[config.mk]
export PLATFORM = sky130hd
export DESIGN_NAME = packet_deframer
export DESIGN_NICKNAME = d
export VERILOG_FILES = /design/src/rtl/packet_pkg.sv /design/src/rtl/packet_deframer.sv
export SDC_FILE = /design/constraint.sdc
export NUM_CORES = 1
export LEC_CHECK = 0
export BUFFER_PORTS_ARGS = -buffer_cell sky130_fd_sc_hd__buf_2
export CAP_MARGIN = 20
export CORE_MARGIN = 5
export CORE_UTILIZATION = 46
export DETAILED_ROUTE_END_ITERATION = 7
export GPL_TIMING_DRIVEN = 0
export MAX_ROUTING_LAYER = met4
export PLACE_DENSITY_LB_ADDON = 0.15
export RECOVER_POWER = 100
export SLEW_MARGIN = 25
export SYNTH_ARGS = -nofsm -noshare
export SYNTH_HDL_FRONTEND = slang
export SYNTH_SLANG_ARGS = --single-unit
[constraint.sdc]
create_clock -name clk -period 2.2 [get_ports clk]
set_clock_uncertainty 0.2 [all_clocks]
set_input_delay 0.44 -clock clk [delete_from_list [all_inputs] [get_ports clk]]
set_output_delay 0.44 -clock clk [all_outputs]
set_load 0.005 [all_outputs]
[src/rtl/packet_pkg.sv]
// Shared definitions for the packet deframer: parser state encoding,
// default geometry and the helper that builds the header length-field mask.
package packet_pkg;

  // Parser state: collecting header words or forwarding payload words.
  typedef enum logic [0:0] {
    HEADER  = 1'b0,
    PAYLOAD = 1'b1
  } state_e;

  localparam int unsigned PKT_WORD_SIZE    = 8;
  localparam int unsigned PKT_HEADER_WORDS = 1;
  localparam int unsigned PKT_LENGTH_BITS  = 4;
  localparam int unsigned PKT_MAX_HDR_BITS = 64;

  // Ones in the low len_bits positions: selects the length field of a header.
  function automatic logic [PKT_MAX_HDR_BITS-1:0] length_mask(input int unsigned len_bits);
    logic [PKT_MAX_HDR_BITS-1:0] m;
    m = '0;
    for (int unsigned i = 0; i < PKT_MAX_HDR_BITS; i++) begin
      m[i] = (i < len_bits);
    end
    return m;
  endfunction

endpackage

[src/rtl/packet_deframer.sv]
// packet_deframer: strips a HEADER_WORDS-word header (tag | length) from a
// popped word stream and presents payload words in a registered output stage
// with start/end markers and the decoded length.
// Optional feature: define PACKET_DEFRAMER_HEADER_CHECK_EN to compare each
// header word against the expected tag (length bits masked), drop mismatching
// words, and count them in a saturating err_count. Without it every header is
// accepted and err_count is tied to zero.
module packet_deframer
  import packet_pkg::*;
#(
  parameter int unsigned WORD_SIZE    = PKT_WORD_SIZE,
  parameter int unsigned HEADER_WORDS = PKT_HEADER_WORDS,
  parameter int unsigned LENGTH_BITS  = PKT_LENGTH_BITS
) (
  input  logic                           clk,
  input  logic                           rst,
  input  logic                           in_nempty,
  output logic                           in_pop,
  input  logic [WORD_SIZE-1:0]           in_data,
  input  logic [HEADER_WORDS*WORD_SIZE-1:0] header,
  output logic                           out_nempty,
  input  logic                           out_pop,
  output logic [WORD_SIZE-1:0]           out_data,
  output logic                           out_start,
  output logic                           out_end,
  output logic [LENGTH_BITS-1:0]         out_length,
  output logic [15:0]                    err_count
);

  localparam int unsigned HDR_W = HEADER_WORDS * WORD_SIZE;
  localparam int unsigned CNT_W = (HEADER_WORDS > 1) ? $clog2(HEADER_WORDS) : 1;
  localparam logic [HDR_W-1:0] LEN_MASK = HDR_W'(length_mask(LENGTH_BITS));
  localparam logic [CNT_W-1:0] LAST_HDR = CNT_W'(HEADER_WORDS - 1);

  state_e                 state_q, state_d;
  logic [CNT_W-1:0]       hdr_cnt_q, hdr_cnt_d;
  logic [HDR_W-1:0]       hdr_shift_q, hdr_shift_d;
  logic [LENGTH_BITS-1:0] len_q, len_d;
  logic [LENGTH_BITS-1:0] rem_q, rem_d;
  logic                   out_nempty_q, out_nempty_d;
  logic [WORD_SIZE-1:0]   out_data_q, out_data_d;
  logic                   out_start_q, out_start_d;
  logic                   out_end_q, out_end_d;
  logic [LENGTH_BITS-1:0] out_length_q, out_length_d;

  logic [HDR_W-1:0]       assembled_s;
  logic [LENGTH_BITS-1:0] hdr_len_s;
  logic                   hdr_ok_s;

  // Header is shifted in first-word-most-significant; the current word joins the low end.
  assign assembled_s = HDR_W'({hdr_shift_q, in_data});
  assign hdr_len_s   = LENGTH_BITS'(assembled_s & LEN_MASK);

`ifdef PACKET_DEFRAMER_HEADER_CHECK_EN
  logic [15:0]          err_q, err_d;
  int unsigned          shamt_s;
  logic [WORD_SIZE-1:0] exp_word_s;
  logic [WORD_SIZE-1:0] mask_word_s;

  // Select the expected tag word for the current header position, length bits masked out.
  always_comb begin
    shamt_s     = (HEADER_WORDS - 32'd1 - 32'(hdr_cnt_q)) * WORD_SIZE;
    exp_word_s  = WORD_SIZE'((header & ~LEN_MASK) >> shamt_s);
    mask_word_s = WORD_SIZE'(LEN_MASK >> shamt_s);
    hdr_ok_s    = ((in_data & ~mask_word_s) == exp_word_s);
  end

  // Saturating count of header words rejected while hunting for a valid tag.
  always_comb begin
    if ((state_q == HEADER) && in_pop && !hdr_ok_s) begin
      if (err_q == 16'hFFFF) begin
        err_d = err_q;
      end else begin
        err_d = err_q + 16'd1;
      end
    end else begin
      err_d = err_q;
    end
  end

  // Error counter register.
  always_ff @(posedge clk or posedge rst) begin
    if (rst) begin
      err_q <= 16'd0;
    end else begin
      err_q <= err_d;
    end
  end

  assign err_count = err_q;
`else
  logic unused_hdr_s;
  assign unused_hdr_s = ^header;
  assign hdr_ok_s     = 1'b1;
  assign err_count    = 16'd0;
`endif

  // Header words are always accepted; payload words only when the output stage frees up.
  assign in_pop = in_nempty && ((state_q == HEADER) || !out_nempty_q || out_pop);

  // Next-state, header parsing, and output-stage load/unload.
  always_comb begin
    state_d      = state_q;
    hdr_cnt_d    = hdr_cnt_q;
    hdr_shift_d  = hdr_shift_q;
    len_d        = len_q;
    rem_d        = rem_q;
    out_data_d   = out_data_q;
    out_start_d  = out_start_q;
    out_end_d    = out_end_q;
    out_length_d = out_length_q;
    if (out_nempty_q && out_pop) begin
      out_nempty_d = 1'b0;
    end else begin
      out_nempty_d = out_nempty_q;
    end

    case (state_q)
      HEADER: begin
        if (in_pop) begin
          if (!hdr_ok_s) begin
            hdr_cnt_d   = '0;
            hdr_shift_d = '0;
          end else if (hdr_cnt_q == LAST_HDR) begin
            hdr_cnt_d   = '0;
            hdr_shift_d = '0;
            len_d       = hdr_len_s;
            rem_d       = hdr_len_s;
            if (hdr_len_s != '0) begin
              state_d = PAYLOAD;
            end else begin
              state_d = HEADER;
            end
          end else begin
            hdr_shift_d = assembled_s;
            hdr_cnt_d   = hdr_cnt_q + CNT_W'(1'b1);
          end
        end else begin
          state_d = HEADER;
        end
      end
      PAYLOAD: begin
        if (in_pop) begin
          out_nempty_d = 1'b1;
          out_data_d   = in_data;
          out_start_d  = (rem_q == len_q);
          out_end_d    = (rem_q == LENGTH_BITS'(1'b1));
          out_length_d = len_q;
          rem_d        = rem_q - LENGTH_BITS'(1'b1);
          if (rem_q == LENGTH_BITS'(1'b1)) begin
            state_d   = HEADER;
            hdr_cnt_d = '0;
          end else begin
            state_d = PAYLOAD;
          end
        end else begin
          state_d = PAYLOAD;
        end
      end
      default: begin
        state_d   = HEADER;
        hdr_cnt_d = '0;
      end
    endcase
  end

  // State, counters and the registered output stage.
  always_ff @(posedge clk or posedge rst) begin
    if (rst) begin
      state_q      <= HEADER;
      hdr_cnt_q    <= '0;
      hdr_shift_q  <= '0;
      len_q        <= '0;
      rem_q        <= '0;
      out_nempty_q <= 1'b0;
      out_data_q   <= '0;
      out_start_q  <= 1'b0;
      out_end_q    <= 1'b0;
      out_length_q <= '0;
    end else begin
      state_q      <= state_d;
      hdr_cnt_q    <= hdr_cnt_d;
      hdr_shift_q  <= hdr_shift_d;
      len_q        <= len_d;
      rem_q        <= rem_d;
      out_nempty_q <= out_nempty_d;
      out_data_q   <= out_data_d;
      out_start_q  <= out_start_d;
      out_end_q    <= out_end_d;
      out_length_q <= out_length_d;
    end
  end

  assign out_nempty = out_nempty_q;
  assign out_data   = out_data_q;
  assign out_start  = out_start_q;
  assign out_end    = out_end_q;
  assign out_length = out_length_q;

endmodule
==> results.txt <==
Port-buffer cells = 27
Fin Hold WS = -30.8 ps
Power share of the clock group = 0.219
Sink Count = 24
Critical Path Slowest Stage Cell = dfrtp_1
Main combinational cell family by area after synthesis = multiplexers
CTS tree = built
GRT Total Usage = 0.134
Die height = 61.2 microns
Critical path's top delay family = flip-flops
Via Count = 842
Post-synthesis adder-cell area fraction = 0.0208
TritonCTS Buffers = 3
Initial Utilization = 0.482
R2R setup slack = 280 ps
Post-synth cell types = 28
Reg2reg path depth = 4
Max clock buf depth = 2
Post-Synth Simple-Gate Area = 0.0966
CP bufs+invs = 2
Register area share after synthesis = 0.498
GP Congestion = 0.803
Switching share of power = 0.299
Period minus WS final = 1950 ps
Xor and xnor area share after synthesis = 0.0291
Number of routed nets with antenna violations = 0
DR WL/cell = 12.7 microns
Max-cap check violation count = 0
RSZ-0062 raised after global routing = false
Drt drc = 0
Post-cts sizing count = 0
Worst-Margin Slew = 846 ps
Vias in the first global route = 819
Final Max Slew Viols = 0
Static leakage = 0.719 nW
CP max FO = 4
Post-DP HPWL = 1790 microns
PwrDens = 986 nW/um^2
Fraction of the mapped netlist area in compound gates = 0.0478
Worst R2R Start = out_nempty
Status = complete, but fails checks
First DRT Iteration DRCs = 11
Cell area after synthesis = 1200 sq um
First-pass GRT wire length = 3630 microns
Critical-path cell list = nand3b_1 -> and2_1 -> clkbuf_1 -> clkbuf_2
Die ar. = 3740 sq um
H-tree levels = 1
Slew margin rel. = 0.433
Worst Hold Class = in -> async
Register area = 601 sq um
Clock Latency Late Sink = 300 ps
Area contributors post-synth = dfrtp_1 (50%), mux2_2 (17%), buf_4 (11%)
Tcrit/Tclk final = 0.886
Final Hold Fails = 24
CP Launch Type = register
Synthesized area per cell = 12.0 sq um
Hold buffer count at cts = 0
Leading area contributor after synthesis = dfrtp_1
FF-to-FF End = out_data[3]
Initial antenna violation count = 0
Total Routed Length = 2240 microns
Peak Freq = 513 MHz
Worst Path Required = 1560 ps
Ys async rst share = 1.00
CP peak stage delay = 410 ps
WS Path Type = reg -> out
Internal power = 0.00101 W
Sequential share of power = 0.483
Synth Register Bits = 24
Row count = 18
Clk root buf = clkbuf_4
Post-CTS Setup Inserts = 0
Via/cell ratio = 4.78
Congestion Overflow GR = 0
Synth warn = 0
Setup-failing EPs final = 0
Failing checks = negative hold slack
Drt pass-1 iters = 4
IO Pins = 52
Synthesis-to-layout area growth = 21.0%
Setup_tns = 0 ps
Fill count = 232
Die Width = 61.2 microns
Crit. End Element = output pin
Sw Pwr = 0.000429 W
Logic pwr share = 0.298
Most used DFF post-synth = dfrtp_1
Mapped Cells = 100
Fraction of final layout cells sized beyond drive strength 1 = 0.384
Worst-case vdd ir drop = 0.572 mV
Ant diodes = 0
Nets = 169
CORE AREA = 2500 sq um
Post-synth EDFFs = 0
Worst EP arrival = 1310 ps
Largest net degree at the start of global routing = 25
Mux share of post-synthesis cell area = 0.177
Worst-path clk slew = 130 ps
Top-area cell type share of the netlist area = 0.498
Total Power = 0.00144 W
Area occupied by multi-input gates = 498 sq um
==> cell type report <==
class                           instances  share of cell area
Buffer                                 19              0.0927
Clock buffer                            3              0.0155
Clock inverter                          1              0.0206
Inverter                                3             0.00773
Multi-Input combinational cell         69               0.342
Sequential cell                        24               0.412
Tap cell                               30              0.0258
Timing Repair Buffer                   27              0.0841
==> synth_stat cells (all sizes together) (2+ instances only) <==
library cell and number:
inv 3, mux2 18, ha 2, nand2 3, or4 2, nand3 2, and2b 2, dfrtp 24
xor2 4, o21ai 3, nand2b 2, a21oi 4, buf 18
==> worst max-delay path by stage <==
stage                    start             to  slack (ps)  cells past startpoint
finish              out_nempty         in_pop         250                      4
floorplan              out_pop    out_data[0]         530                      4
global placement       out_pop  out_length[2]         350                      5
detailed placement     out_pop    out_data[3]         320                      5
CTS                    state_q         in_pop         240                      4
global route           state_q         in_pop         160                      4
==> power by group through the flow <==
stage / Combinational, W / Clock [W] / Sequential [W]
after floorplan: 0.000295 / 0 / 0.000690
after global placement: 0.000424 / 0 / 0.000695
after detailed placement: 0.000451 / 0 / 0.000703
after CTS: 0.000454 / 0.000325 / 0.000694
after global routing: 0.000489 / 0.000339 / 0.000718
final: 0.000429 / 0.000315 / 0.000694
==> cells by family after synthesis <==
kind of cell,count (synthesis)
DFF,24
buffers and inverters,22
muxes,19
and+or+nand+nor,18
AOI/OAI and AO/OA,10
xor gates and xnor gates,4
adders and majority gates,2
other,1
==> cell usage in the layout, fill, tap and decap left out, drive strengths merged <==
cell type / instances
nand3: 2
buf: 35
nor2b: 1
nand2b: 2
or3: 1
clkinv: 1
a31oi: 1
nand3b: 1
clkbuf: 14
nor3b: 1
bufinv: 1
and2: 1
conb: 16
o211ai: 1
and2b: 2
o2111ai: 1
xor2: 4
mux2: 18
dfrtp: 24
nor2: 1
nand2: 3
a21oi: 4
or4: 2
o21ai: 3
inv: 2
ha: 2
nor4: 1
mux2i: 1
==> metrics by stage <==
step | setup WS (ps) | hold WS (ps) | cell area (sq um) | util | std cells
6_report | 251 | -30.8 | 1460 | 0.583 | 176
5_1_grt | 165 | 21.0 | 1460 | 0.583 | 176
4_1_cts | 238 | 126 | 1490 | 0.595 | 176
3_5_place_dp | 324 | 290 | 1430 | 0.574 | 172
3_3_place_gp | 350 | 284 | 1430 | 0.574 | 172
2_1_floorplan | 530 | 255 | 1260 | - | 115
==> registers in the layout (all words and copies together), names as in the netlist <==
signal and count:
out_end 1, out_nempty 1, len_q 4, state_q 1, out_start 1, out_length 4, out_data 8, rem_q 4
==> layer usage <==
layer | routed length [microns] | up-vias | GRT usage | share of wire
met5 | 0 | - | - | 0
met4 | 14 | 0 | 0.0495 | 0.0063
met3 | 207 | 4 | 0.0273 | 0.092
met2 | 1140 | 31 | 0.227 | 0.51
met1 | 873 | 402 | 0.156 | 0.39
li1 | - | 405 | - | -
(Power assumes the default switching activity.)
